[src/rtl/sram_pkg.sv]
// Shared types and constants for the async-SRAM burst initiator.
package sram_pkg;

  localparam int SRAM_AW          = 17;
  localparam int SRAM_DW          = 8;
  localparam int SRAM_WAIT_CYCLES = 1;

  typedef enum logic [2:0] {
    IDLE,
    WRIN,
    SETUP,
    STROBE,
    HOLD,
    RDOUT
  } state_t;

endpackage

[src/rtl/sram_master_if.sv]
// Async-SRAM bus: active-low chip select, byte enable and strobes, byte-wide data.
interface sram_master_if #(
  parameter int AW = sram_pkg::SRAM_AW,
  parameter int DW = sram_pkg::SRAM_DW
);

  logic          chipselect_n;
  logic          byteenable_n;
  logic          write_n;
  logic          read_n;
  logic [AW-1:0] address;
  logic [DW-1:0] writedata;
  logic [DW-1:0] readdata;

  modport master (
    output chipselect_n, byteenable_n, write_n, read_n, address, writedata,
    input  readdata
  );

  modport slave (
    input  chipselect_n, byteenable_n, write_n, read_n, address, writedata,
    output readdata
  );

endinterface

[src/rtl/sram_master.sv]
// Burst sequencer for the async-SRAM bridge: one byte per SETUP/STROBE(WAIT_CYCLES+1)/HOLD access.
// Stalls only in WRIN (no write byte) or RDOUT (read byte not taken); strobes are never held mid-access.
module sram_master
  import sram_pkg::*;
#(
  parameter int AW          = SRAM_AW,
  parameter int DW          = SRAM_DW,
  parameter int WAIT_CYCLES = SRAM_WAIT_CYCLES
) (
  input  logic          clk,
  input  logic          reset,
  input  logic          cmd_valid,
  output logic          cmd_ready,
  input  logic          cmd_write,
  input  logic [AW-1:0] cmd_addr,
  input  logic [7:0]    cmd_len,
  input  logic          wr_valid,
  output logic          wr_ready,
  input  logic [DW-1:0] wr_data,
  output logic          rd_valid,
  input  logic          rd_ready,
  output logic [DW-1:0] rd_data,
  output logic          busy,
  output logic          done,
  sram_master_if.master m
);

  localparam logic [3:0] WAIT_LAST = 4'(WAIT_CYCLES);

  state_t        state;
  logic [AW-1:0] addr;
  logic          is_wr;
  logic [8:0]    count;
  logic [3:0]    wait_cnt;

  assign wr_ready = (state == WRIN);

  always_ff @(posedge clk) begin
    if (reset) begin
      state          <= IDLE;
      addr           <= '0;
      is_wr          <= 1'b0;
      count          <= '0;
      wait_cnt       <= '0;
      cmd_ready      <= 1'b1;
      busy           <= 1'b0;
      done           <= 1'b0;
      rd_valid       <= 1'b0;
      rd_data        <= '0;
      m.chipselect_n <= 1'b1;
      m.byteenable_n <= 1'b1;
      m.write_n      <= 1'b1;
      m.read_n       <= 1'b1;
      m.address      <= '0;
      m.writedata    <= '0;
    end else begin
      done <= 1'b0;
      case (state)
        IDLE: begin
          if (cmd_valid && cmd_ready) begin
            addr      <= cmd_addr;
            is_wr     <= cmd_write;
            count     <= (cmd_len == 8'd0) ? 9'd256 : {1'b0, cmd_len};
            cmd_ready <= 1'b0;
            busy      <= 1'b1;
            if (cmd_write) begin
              state <= WRIN;
            end else begin
              state          <= SETUP;
              m.chipselect_n <= 1'b0;
              m.byteenable_n <= 1'b0;
              m.address      <= cmd_addr;
            end
          end
        end

        WRIN: begin
          if (wr_valid) begin
            state          <= SETUP;
            m.writedata    <= wr_data;
            m.chipselect_n <= 1'b0;
            m.byteenable_n <= 1'b0;
            m.address      <= addr;
          end
        end

        SETUP: begin
          state    <= STROBE;
          wait_cnt <= '0;
          if (is_wr) m.write_n <= 1'b0;
          else       m.read_n  <= 1'b0;
        end

        STROBE: begin
          if (wait_cnt == WAIT_LAST) begin
            state     <= HOLD;
            m.write_n <= 1'b1;
            m.read_n  <= 1'b1;
            // Sample at the end of the strobe, after the full access time.
            if (!is_wr) rd_data <= m.readdata;
          end else begin
            wait_cnt <= wait_cnt + 4'd1;
          end
        end

        HOLD: begin
          addr           <= addr + AW'(1);
          count          <= count - 9'd1;
          m.chipselect_n <= 1'b1;
          m.byteenable_n <= 1'b1;
          if (is_wr) begin
            if (count == 9'd1) begin
              state     <= IDLE;
              done      <= 1'b1;
              cmd_ready <= 1'b1;
              busy      <= 1'b0;
            end else begin
              state <= WRIN;
            end
          end else begin
            state    <= RDOUT;
            rd_valid <= 1'b1;
          end
        end

        RDOUT: begin
          // count was already decremented in HOLD, so zero means this was the last byte.
          if (rd_ready) begin
            rd_valid <= 1'b0;
            if (count == 9'd0) begin
              state     <= IDLE;
              done      <= 1'b1;
              cmd_ready <= 1'b1;
              busy      <= 1'b0;
            end else begin
              state          <= SETUP;
              m.chipselect_n <= 1'b0;
              m.byteenable_n <= 1'b0;
              m.address      <= addr;
            end
          end
        end

        default: state <= IDLE;
      endcase
    end
  end

endmodule

[src/flat_wrapper.sv]
// flat-port wrapper written by rule: the top's interface ports become plain ports
module sram_master_flat import sram_pkg::*;
#(
  parameter int AW          = SRAM_AW,
  parameter int DW          = SRAM_DW,
  parameter int WAIT_CYCLES = SRAM_WAIT_CYCLES
)
  (clk, reset, cmd_valid, cmd_ready, cmd_write, cmd_addr, cmd_len, wr_valid, wr_ready, wr_data, rd_valid, rd_ready, rd_data, busy, done, m_chipselect_n, m_byteenable_n, m_write_n, m_read_n, m_address, m_writedata, m_readdata);
  sram_master_if #(.AW(AW), .DW(DW)) m_i ();
  input  logic clk;
  input  logic reset;
  input  logic cmd_valid;
  output logic cmd_ready;
  input  logic cmd_write;
  input  logic [AW-1:0] cmd_addr;
  input  logic [7:0] cmd_len;
  input  logic wr_valid;
  output logic wr_ready;
  input  logic [DW-1:0] wr_data;
  output logic rd_valid;
  input  logic rd_ready;
  output logic [DW-1:0] rd_data;
  output logic busy;
  output logic done;
  output wire logic [$bits(m_i.chipselect_n)-1:0] m_chipselect_n;
  output wire logic [$bits(m_i.byteenable_n)-1:0] m_byteenable_n;
  output wire logic [$bits(m_i.write_n)-1:0] m_write_n;
  output wire logic [$bits(m_i.read_n)-1:0] m_read_n;
  output wire logic [$bits(m_i.address)-1:0] m_address;
  output wire logic [$bits(m_i.writedata)-1:0] m_writedata;
  input wire logic [$bits(m_i.readdata)-1:0] m_readdata;
  assign m_chipselect_n = m_i.chipselect_n;
  assign m_byteenable_n = m_i.byteenable_n;
  assign m_write_n = m_i.write_n;
  assign m_read_n = m_i.read_n;
  assign m_address = m_i.address;
  assign m_writedata = m_i.writedata;
  assign m_i.readdata = m_readdata;
  sram_master #(.AW(AW), .DW(DW), .WAIT_CYCLES(WAIT_CYCLES)) u_core (.clk(clk), .reset(reset), .cmd_valid(cmd_valid), .cmd_ready(cmd_ready), .cmd_write(cmd_write), .cmd_addr(cmd_addr), .cmd_len(cmd_len), .wr_valid(wr_valid), .wr_ready(wr_ready), .wr_data(wr_data), .rd_valid(rd_valid), .rd_ready(rd_ready), .rd_data(rd_data), .busy(busy), .done(done), .m(m_i));
endmodule
[config.mk]
export PLATFORM = sky130hd
export DESIGN_NAME = sram_master_flat
export DESIGN_NICKNAME = d
export VERILOG_FILES = /design/src/rtl/sram_pkg.sv /design/src/rtl/sram_master_if.sv /design/src/rtl/sram_master.sv /design/src/flat_wrapper.sv
export SDC_FILE = /design/constraint.sdc
export NUM_CORES = 1
export LEC_CHECK = 0
export ABC_AREA = 0
export BUFFER_PORTS_ARGS = -buffer_cell sky130_fd_sc_hd__buf_2
export CAP_MARGIN = 10
export CORE_ASPECT_RATIO = 0.7
export CORE_MARGIN = 2
export CORE_UTILIZATION = 35
export CTS_CLUSTER_SIZE = 25
export DETAILED_ROUTE_END_ITERATION = 6
export PLACE_DENSITY = 0.58
export SLEW_MARGIN = 20
export SYNTH_ARGS = -nofsm -noshare
export SYNTH_HDL_FRONTEND = slang
export SYNTH_SLANG_ARGS = --single-unit
[constraint.sdc]
create_clock -name clk -period 3.49 [get_ports clk]
set_input_delay 0.1745 -clock clk [delete_from_list [all_inputs] [get_ports clk]]
set_output_delay 0.1745 -clock clk [all_outputs]
set_load 0.005 [all_outputs]
# Yosys cells after proc, flatten, opt, wreduce, memory -nomap -nowiden
# Cells that the tools add are included.
# op_classes
n_addsub	3
mux	53
reduce_logical	22
eq_ne	20
bitwise_logic	1
# ops
operator	count
$mux 17	6
$pmux 17 s3	1
$pmux 17 s2	1
$mux 1	25
$mux 9	2
$pmux 3 s6	1
$pmux 9 s2	1
$reduce_and 6->1	3
$add 17x1->17 const B	1
$mux 3	5
$ne 2x2->1 const B	7
$ne 2x1->1 const B	6
$reduce_and 3->1	4
$eq 9x1->1 const B	1
$logic_not 9->1	1
$sub 9x1->9 const B	1
$logic_not 8->1	1
$pmux 1 s2	4
$pmux 4 s2	1
$reduce_and 2->1	4
$eq 3x2->1 const B	2
$eq 3x3->1 const B	2
$pmux 1 s3	2
$reduce_bool 2->1	3
12 further kinds	14
# totals
output_inout_bits	42
input_bits	47
reg_bits	74
wordCells	114

# Logic depth before layout (Yosys ltp)
# Gate-level depths: netlist of run 1.
# depth
ltp_word	4
ltp_mapped	7
ltp_nobuf	6

# Least setup slack after synthesis of run 1
# Ideal clock, no wire load.
# synth_timing
kind	register -> register
from	register u_core.count[4]
to	register u_core.m.address[0]
setup_slack_ns	1.608
setup_time_ns	0.121
required_time_ns	3.369
path_stages_with_launch	6
arrival_ns	1.761
synth_period_minus_slack_ns	1.882
path_buffers	1
cell_sequence	dfxtp_1 nor4_4 a21oi_2 o311ai_4 buf_6 mux2_2
# synth_between
elab_chain_len	3
# synth_lines
item	line_no	text
start, declared	sram_master.sv:33	logic [8:0] count;
start signal, assigned	sram_master.sv:63	count <= (cmd_len == 8'd0) ? 9'd256 : {1'b0, cmd_len};
start signal, assigned	sram_master.sv:108	count <= count - 9'd1;
$logic_not 9->1	sram_master.sv:130	if (count == 9'd0) begin
$ne 2x2->1 (no line)	--	
$reduce_and 6->1 (no line)	--	
end signal, assigned	sram_master.sv:72	m.address <= cmd_addr;
end signal, assigned	sram_master.sv:83	m.address <= addr;
end signal, assigned	sram_master.sv:139	m.address <= addr;
end, declared	sram_master_if.sv:16	output chipselect_n, byteenable_n, write_n, read_n, address, writedata,
# Every way passes these cells.
# A chain may end at the register's enable or synchronous reset.

# Final worst setup path of run 1
# layout_timing
from	register u_core.state[2]
to	register u_core.count[6]
# layout_between
elab_chain_len	3
elab_cells_between_ends	6
cone_classes	2 x eq/ne; 1 x mux; 3 x reduce/logical
# layout_lines
item	line_no	text
start, declared	sram_master.sv:30	state_t state;
start signal, assigned	sram_master.sv:40	state <= IDLE;
start signal, assigned	sram_master.sv:67	state <= WRIN;
start signal, assigned	sram_master.sv:69	state <= SETUP;
$eq 3x3->1 or $logic_not 3->1 (tied branches)	sram_master.sv:58	case (state)
$reduce_bool 2->1 (no line) or $ne 2x1->1 (tied branches)	--	
$reduce_and 2->1 (no line)	--	
# Parallel ways exist; a longest one is shown, timed or not.

==> flow_metrics.tcl, run 1 <==
set metrics [dict create \
    status "completed" \
    track_usage_pct 17.4 \
    grt_pass1_wl_mm 16.7 \
    cts_resized 0 \
    synth_top_family_by_area "simple AND/OR/NAND/NOR gates" \
    synth.most_common_cell "dfxtp_1" \
    drt_pre_antenna_iters 6 \
    drc 0 \
    fin_tns_setup_ps 0 \
    rows 32 \
    ys.warnings.count 0 \
    rsz0062_at_grt "false" \
    yosys.area_share.xor_xnor_pct 0 \
    finClkSkew_ps 9.62 \
    via_per_inst 5.19 \
    ys_top_cells_by_count "dfxtp_1 (74), nor2_1 (56), mux2i_1 (35)" \
    num_io_pins 89 \
    yosys-top-cells-area "dfxtp_1 (38%), mux2i_1 (8.9%), nor2_1 (5.3%)" \
    place_ws_ps 1170 \
    wl_met2_mm 4.24 \
    end_kind "flip-flop" \
    start_util_pct 35.9 \
    hold_viol 0 \
    setup_violations 0 \
    drt_iter0_drc 205 \
    p_leak_nw 2.09 \
    num-fill-cells 1116 \
    path_class "flip-flop to flip-flop" \
    grt_overflow 0 \
    arrival_ps 2540 \
    cts.sinks 74 \
    root_buffer "clkbuf_16" \
    antenna_found_initial 0 \
    synth.distinct_cells 55 \
    cp-start-kind "flip-flop" \
    wl_per_cell_um 14.8 \
    grt_max_degree 48 \
    netlist.area_leader.share_pct 37.6 \
    synthesis.area_um2 3940 \
    synthAdderAreaFrac_pct 1.91 \
    cts_tree "done" \
    fp.dieW_um 131 \
    nets 579 \
    synth_seq_cells 74 \
    layout_min_cycle_time_ps 2330 \
    cts.htree.levels 3 \
    fin_crit_sh_pct 66.6 \
    yosysTopAreaCell "dfxtp_1" \
    avgSynthCellArea_um2 8.67 \
    die_h_um 92.7 \
    clk_latency_ps 340 \
    post-cts-setup-buffer-count 0 \
    slew_headroom_pct 41.9 \
    numCtsBuffers 9 \
    die_area_um2 12100 \
    topRoutingLayerUsed "met4" \
    met1_length_mm 5.22 \
    wl_mm 10.1 \
    wl_met3_um 552 \
    place_congestion 0.795 \
    cts.clk_slew.worst_paths_ps 60 \
    synthSimpleGateAreaFrac_pct 25.3 \
    io_buffer_count 88 \
    ys.flop_type "dfxtp_1" \
    cts_hold_buf 0 \
    synth_mux_area_share_pct 13.8 \
    max_freq_mhz 430 \
    hp-class "primary input to flip-flop" \
    synthesis.nets 507 \
    synth_enable_flop_cells 0 \
    ir_worst_vdd_v 0.000329 \
    async_reset_ff_share_pct 0 \
    core_area_um2 11000 \
    drive_gt1_share_pct 25.6 \
    tightest_slew_ps 871 \
    antenna_cells 0 \
    cp.required_ps 3710 \
    drv_cap 0 \
    finalWorstSetupSlack_ps 1160 \
    synth_compound_area_share_pct 16.7 \
    final_max_slew_viol_count 0 \
    syn2layout_area_growth_pct 21.7 \
    clock_path_buffers 2 \
    cp_max_fo 20 \
    synth_cells 454 \
    routed-via-count 3549 \
    grt_pass1_vias 3364 \
    p_per_area_nw_per_um2 547 \
    ys_seq_area_share_pct 37.6 \
    dp_hpwl_mm 7.10 \
    antenna_left 0 \
]
[power breakdown]
part	switching, mW	internal (mW)
clock network	0.382	0.631
registers	0.111	0.937
logic	0.297	0.265
[stage by stage]
step / hold slack (ps) / cell area [um2] / utilization, % / total power, mW / cells
after floorplan: 310 / 3940 / - / 1.45 / 454
after global placement: 405 / 4470 / 40.7 / 1.62 / 668
after detailed placement: 418 / 4470 / 40.7 / 1.62 / 668
after CTS: 61.4 / 4790 / 43.7 / 2.64 / 684
after global routing: 81.0 / 4790 / 43.7 / 2.76 / 684
final: 67.9 / 4790 / 43.7 / 2.62 / 684
[cells in the final DEF (no fill, tap or decap), drive strengths merged, types with 4 or more instances in the layout]
cell / synthesis / routed
nor3: 8 / 8
nand2: 29 / 29
nor3b: 4 / 4
inv: 6 / 8
o21ai: 11 / 11
nand4: 8 / 8
a21oi: 27 / 27
mux2: 17 / 17
mux2i: 35 / 35
nor4: 8 / 8
dfxtp: 74 / 74
nand2b: 6 / 6
and2: 4 / 4
and4: 5 / 5
a311oi: 4 / 4
and3: 4 / 4
buf: 15 / 95
a211oi: 5 / 5
nor2b: 22 / 22
o311ai: 4 / 4
ha: 6 / 6
or3: 6 / 6
a2bb2oi: 5 / 5
a31oi: 11 / 11
nor2: 56 / 56
nand3: 11 / 11
clkbuf: 19 / 9
a21o: 4 / 4
[state kept, by name (all words and copies together), names as in the netlist]
name,flops
u_core.addr,17
u_core.m.address,17
u_core.count,9
u_core.m.writedata,8
u_core.rd_data,8
u_core.wait_cnt,4
u_core.state,3
u_core.busy,1
u_core.cmd_ready,1
u_core.done,1
u_core.is_wr,1
u_core.m.byteenable_n,1
u_core.m.read_n,1
u_core.m.write_n,1
u_core.rd_valid,1
[worst paths after layout]
path / start / end / slack, ps / cells past startpoint
max reg2reg: u_core.state[2] / u_core.count[6] / 1160 / 5
max: u_core.state[2] / u_core.count[6] / 1160 / 5
min reg2reg: u_core.busy / u_core.busy / 470 / 1
min: wr_data[0] / u_core.m.writedata[0] / 70 / 3
[logic make-up (layout without fill, tap and decap cells)]
kind of cell,count (synthesis),after routing
muxes,52,52
AOI/OAI and AO/OA,96,96
buffers and inverters,40,117
adders and majority gates,6,6
and+or+nand+nor,186,186
DFF,74,74
[layer usage]
layer / GRT usage [%] / up-vias
li1: - / 1806
met5: 0 / -
met1: 25.6 / 1645
met4: 4.70 / 0
met3: 3.99 / 8
met2: 25.3 / 90
[area by class of cell]
cell class / instances / area [um2] / share of cell area (%)
Clock buffer: 9 / 225 / 4.70
Clock inverter: 7 / 100 / 2.09
Inverter: 6 / 22.5 / 0.470
Multi-Input combinational cell: 340 / 2280 / 47.5
Sequential cell: 74 / 1480 / 30.9
Tap cell: 153 / 191 / 4.00
Timing Repair Buffer: 95 / 493 / 10.3
[critical path: stages, from the launching register on]
cell and delay (ps):
dfxtp_1 730, nor3b_4 610, buf_4 270, nand3_1 150, o311ai_0 310, a31oi_1 130
No activity file was read; power rests on OpenSTA's default activity.
==> run 2: changes to the inputs <==
--- a/config.mk
+++ b/config.mk
@@ -13,7 +13,7 @@
 export CORE_UTILIZATION = 35
 export CTS_CLUSTER_SIZE = 25
 export DETAILED_ROUTE_END_ITERATION = 6
-export PLACE_DENSITY = 0.58
+export PLACE_DENSITY = 0.6
 export SLEW_MARGIN = 20
 export SYNTH_ARGS = -nofsm -noshare
 export SYNTH_HDL_FRONTEND = slang
==> constraint.sdc (replaced) <==
create_clock -name clk -period 1.9 [get_ports clk]
set_input_delay 0.095 -clock clk [delete_from_list [all_inputs] [get_ports clk]]
set_output_delay 0.095 -clock clk [all_outputs]
set_load 0.005 [all_outputs]
==> flow_metrics.tcl, run 2 (synthesized netlist as in run 1, its figures left out) <==
set metrics [dict create \
    finalInstanceArea_um2 5110 \
    drt_iter0_drc 223 \
    drt_pre_antenna_iters 5 \
    start_util_pct 35.9 \
    final_max_slew_viol_count 0 \
    io_buffer_count 88 \
    track_usage_pct 17.7 \
    grtUsageMet3_pct 4.16 \
    cp-start-kind "flip-flop" \
    cp_max_fo 17 \
    nets 613 \
    finalWorstSetupSlack_ps 82.8 \
    p_per_area_nw_per_um2 959 \
    wl_mm 10.6 \
    place_congestion 0.871 \
    num_io_pins 89 \
    antenna_found_initial 0 \
    hold_viol 0 \
    critPathSlowestCell "dfxtp_1" \
    core_area_um2 11000 \
    final_common_cell "buf_2" \
    root_buffer "clkbuf_16" \
    numCtsBuffers 9 \
    rsz0062_at_grt "false" \
    syn2layout_area_growth_pct 29.8 \
    mostFrequentLayoutCells "buf_2 (88), dfxtp_1 (72), nor2_1 (56)" \
    cp_top_family "flip-flops" \
    final_cells 717 \
    cts.htree.levels 3 \
    crit_buf_inv 2 \
    die_h_um 92.7 \
    cts.sinks 74 \
    biggestRegsByFlops "u_core.addr: 17 flops, u_core.m.address: 17 flops, u_core.count: 9 flops" \
    totalPowerFinal_mw 4.90 \
    drc 0 \
    max_freq_mhz 550 \
    hold_ws_ps 8.86 \
    cts.clk_slew.worst_paths_ps 60 \
    fin_tns_setup_ps 0 \
    crit_path_cell_trace "inv_1 > ha_1 > nor3b_1 > o311ai_4 > buf_12 > mux2_2" \
    utilization_pct 46.6 \
    path_class "flip-flop to flip-flop" \
    cts_tree "done" \
    place_inst 694 \
    end_kind "flip-flop" \
    antenna_cells 0 \
    grt_max_degree 38 \
    p_leak_nw 2.28 \
    grtUsageMet1_pct 25.3 \
    clk_latency_ps 330 \
    tightest_slew_ps 421 \
    ir_worst_vdd_v 0.000457 \
    cpPeakStageDelay_ps 390 \
    via_per_inst 5.20 \
    finClkSkew_ps 5.49 \
    clock_path_buffers 2 \
    wl_per_cell_um 14.8 \
    slew_headroom_pct 71.9 \
    fp.dieW_um 131 \
    antenna_left 0 \
    place_area_um2 4710 \
    arrival_ps 2030 \
    cp.required_ps 2120 \
    place_ws_ps -84.7 \
    rows 32 \
    drv_cap 0 \
    setup_violations 0 \
    fin_crit_sh_pct 95.6 \
    grtUsageMet2_pct 25.9 \
    dp_hpwl_mm 7.64 \
    status "completed" \
    drive_gt1_share_pct 29.1 \
    routed-via-count 3725 \
    layout_min_cycle_time_ps 1820 \
    die_area_um2 12100 \
    grt_overflow 0 \
    grt_pass1_wl_mm 17.0 \
    hp-class "primary input to flip-flop" \
    busiest_layer "met2" \
    grt_pass1_vias 3434 \
]
[run 2: final timing paths]
path,to,from,cells past startpoint,slack (ps)
worst max register to register,u_core.m.address[7],u_core.count[1],6,80
worst max-delay path,u_core.m.address[7],u_core.count[1],6,80
worst min-delay path,u_core.m.writedata[5],wr_data[5],3,9
worst min register to register,u_core.busy,u_core.busy,1,470
[run 2: layout make-up]
class | instances | area [um2]
Fill cell | 1113 | 5860
Multi-Input combinational cell | 340 | 2280
Sequential cell | 74 | 1480
Timing Repair Buffer | 129 | 818
Clock buffer | 9 | 225
Tap cell | 153 | 191
Clock inverter | 6 | 82.6
Inverter | 6 | 22.5
[run 2: timing repair]
action	4_1_cts	5_1_grt
pin swaps	0	1
gates resized for setup	1	3
hold buffers	8	0
buffers inserted	0	0
endpoints found under the hold margin	8	0
endpoints found under the setup margin	8	29
[run 2: per-layer routing]
layer  wire length [um]  part of all wire [%]
met1               5170                    49
met2               4560                    43
met3                683                   6.4
met4                205                   1.9
met5                  0                     0
[run 2: tightest hold or removal path, cell delays in order]
cell and delay (ps):
buf_2 70, mux2i_1 50, nor2_1 80
[run 2: where the power goes]
group / switching (mW) / total (mW) / internal (mW) / leakage (nW)
clock network: 0.635 / 1.77 / 1.13 / 0.151
registers: 0.158 / 1.88 / 1.72 / 0.605
logic: 0.630 / 1.25 / 0.619 / 1.52
total: 1.42 / 4.90 / 3.48 / 2.28
==> run 3: changes to the inputs <==
--- a/config.mk
+++ b/config.mk
@@ -10,10 +10,10 @@
 export CAP_MARGIN = 10
 export CORE_ASPECT_RATIO = 0.7
 export CORE_MARGIN = 2
-export CORE_UTILIZATION = 35
+export CORE_UTILIZATION = 48
 export CTS_CLUSTER_SIZE = 25
 export DETAILED_ROUTE_END_ITERATION = 6
-export PLACE_DENSITY = 0.6
+export PLACE_DENSITY = 0.74
 export SLEW_MARGIN = 20
 export SYNTH_ARGS = -nofsm -noshare
 export SYNTH_HDL_FRONTEND = slang
==> constraint.sdc (replaced) <==
create_clock -name clk -period 1.7 [get_ports clk]
set_input_delay 0.085 -clock clk [delete_from_list [all_inputs] [get_ports clk]]
set_output_delay 0.085 -clock clk [all_outputs]
set_load 0.005 [all_outputs]
==> flow_metrics.tcl, run 3 (synthesized netlist as in run 1, its figures left out) <==
set metrics [dict create \
    cts.sinks 74 \
    arrival_ps 2070 \
    min_to "u_core.m.writedata[3]" \
    mostFrequentLayoutCells "buf_2 (88), dfxtp_1 (69), buf_4 (58)" \
    dp_hpwl_mm 7.79 \
    start_util_pct 49.8 \
    nets 662 \
    rsz0062_at_grt "true" \
    violations "hold timing, setup timing" \
    grt_pass1_wl_mm 19.3 \
    r2r_end "u_core.m.address[1]" \
    end_kind "flip-flop" \
    cts.htree.levels 3 \
    cp_max_fo 5 \
    via_per_inst 5.92 \
    syn2layout_area_growth_pct 45.3 \
    antenna_cells 0 \
    r2r_cells 7 \
    setup_violations 20 \
    path_class "flip-flop to flip-flop" \
    hold_viol 1 \
    p_per_area_nw_per_um2 1040 \
    die_h_um 79.8 \
    hp-class "primary input to flip-flop" \
    io_buffer_count 88 \
    drive_gt1_share_pct 38.4 \
    timing.rr.start "u_core.state[2]" \
    min_from "wr_data[3]" \
    core_area_um2 7910 \
    routed-via-count 4234 \
    cp-start-kind "flip-flop" \
    finClkSkew_ps 10.5 \
    track_usage_pct 27.3 \
    final_common_cell "buf_2" \
    ir_worst_vdd_v 0.000671 \
    tightest_slew_ps 418 \
    layout_min_cycle_time_ps 1850 \
    antenna_found_initial 0 \
    place_area_um2 4810 \
    root_buffer "clkbuf_16" \
    fin_crit_sh_pct 109 \
    cts_tree "done" \
    hold_ws_ps -0.348 \
    p_leak_nw 2.64 \
    biggestRegsByFlops "u_core.addr: 17 flops, u_core.m.address: 17 flops, u_core.count: 9 flops" \
    clock_path_buffers 2 \
    drt_iter0_drc 317 \
    cp.required_ps 1920 \
    num_io_pins 89 \
    grt_pass1_vias 3917 \
    grt_overflow 0 \
    final_max_slew_viol_count 0 \
    wl_mm 12.7 \
    max_freq_mhz 541 \
    numCtsBuffers 9 \
    grt_max_degree 39 \
    status "complete, but fails checks" \
    antenna_left 0 \
    rows 27 \
    slew_headroom_pct 71.8 \
    drc 0 \
    finalInstanceArea_um2 5720 \
    wl_per_cell_um 17.7 \
    worstHoldPathCells 3 \
    fp.dieW_um 112 \
    finalWorstSetupSlack_ps -148 \
    drt_pre_antenna_iters 7 \
    drv_cap 0 \
    place_congestion 0.916 \
    num-fill-cells 558 \
    clk_latency_ps 340 \
    cts.clk_slew.worst_paths_ps 70 \
    die_area_um2 8950 \
    totalPowerFinal_mw 5.95 \
    worst-r2r-setup-slack_ps -150 \
]
## run 3: cell count changes in the layout (fill, tap and decap cells not counted), sizes merged
cell,before,now
buf,121,163
inv,6,10
bufinv,2,1
clkinv,3,1
dlygate4sd3,8,14
clkbuf,9,10
## run 3: final cells by class
class,instances,area [um2],share of cell area [%]
inverters,6,22.5,0.394
clock buffers,9,225,3.94
flip-flops and latches,74,1490,26.1
repair buffers,178,1280,22.5
clock inverters,7,83.8,1.47
multi-input cells,340,2480,43.5
well taps,101,126,2.21
## run 3: critical path, cell delays in order, from the launching register on
cell	delay, ps
dfxtp_4	360
buf_6	110
a211o_1	290
a21o_1	230
o311ai_4	120
buf_6	180
buf_12	140
mux2_4	300
## run 3: power by group
group / leakage, nW / switching [mW] / internal (mW)
Combinational: 1.88 / 0.924 / 0.969
Clock: 0.149 / 0.811 / 1.16
Sequential: 0.606 / 0.160 / 1.92
Total: 2.64 / 1.90 / 4.06
## run 3: how the worst max path moves through the flow
| stage | from | end | cells after the start |
|---|---|---|---|
| 2_1_floorplan | u_core.count[4] | u_core.m.address[0] | 5 |
| 3_3_place_gp | u_core.count[4] | u_core.m.address[8] | 4 |
| 3_5_place_dp | u_core.count[4] | u_core.m.address[4] | 4 |
| 4_1_cts | u_core.state[2] | u_core.m.address[1] | 7 |
| 5_1_grt | u_core.state[2] | u_core.m.address[1] | 7 |
| 6_report | u_core.state[2] | u_core.m.address[1] | 7 |
## run 3: repair_timing
| item | in CTS | in global routing |
|---|---|---|
| pin swaps | 5 | 15 |
| setup buffers | 15 | 4 |
| gates cloned | 2 | 1 |
| hold endpoints to repair | 14 | 0 |
| resized for setup | 36 | 35 |
| hold buffers | 14 | 0 |
| endpoints found under the setup margin | 39 | 45 |
## run 3: metrics by stage
stage | setup TNS (ps) | worst slack, ps | hold slack [ps] | cells | utilization [%]
global route | -2120 | -144 | 35.7 | 715 | 72.3
detailed placement | -6400 | -361 | 332 | 665 | 60.8
finish | -1770 | -148 | -0.348 | 715 | 72.3
global placement | -6600 | -382 | 316 | 665 | 60.8
floorplan | -1540 | -151 | 221 | 454 | -
CTS | -1520 | -103 | 1.88 | 712 | 70.3
## run 3: per-layer routing
layer / global-route usage (%) / share of wire [%] / wire length [um]
met1: 35.5 / 44 / 5530
met2: 44.2 / 45 / 5770
met3: 8.50 / 9.0 / 1150
met4: 7.32 / 1.9 / 238
met5: 0 / 0 / 0
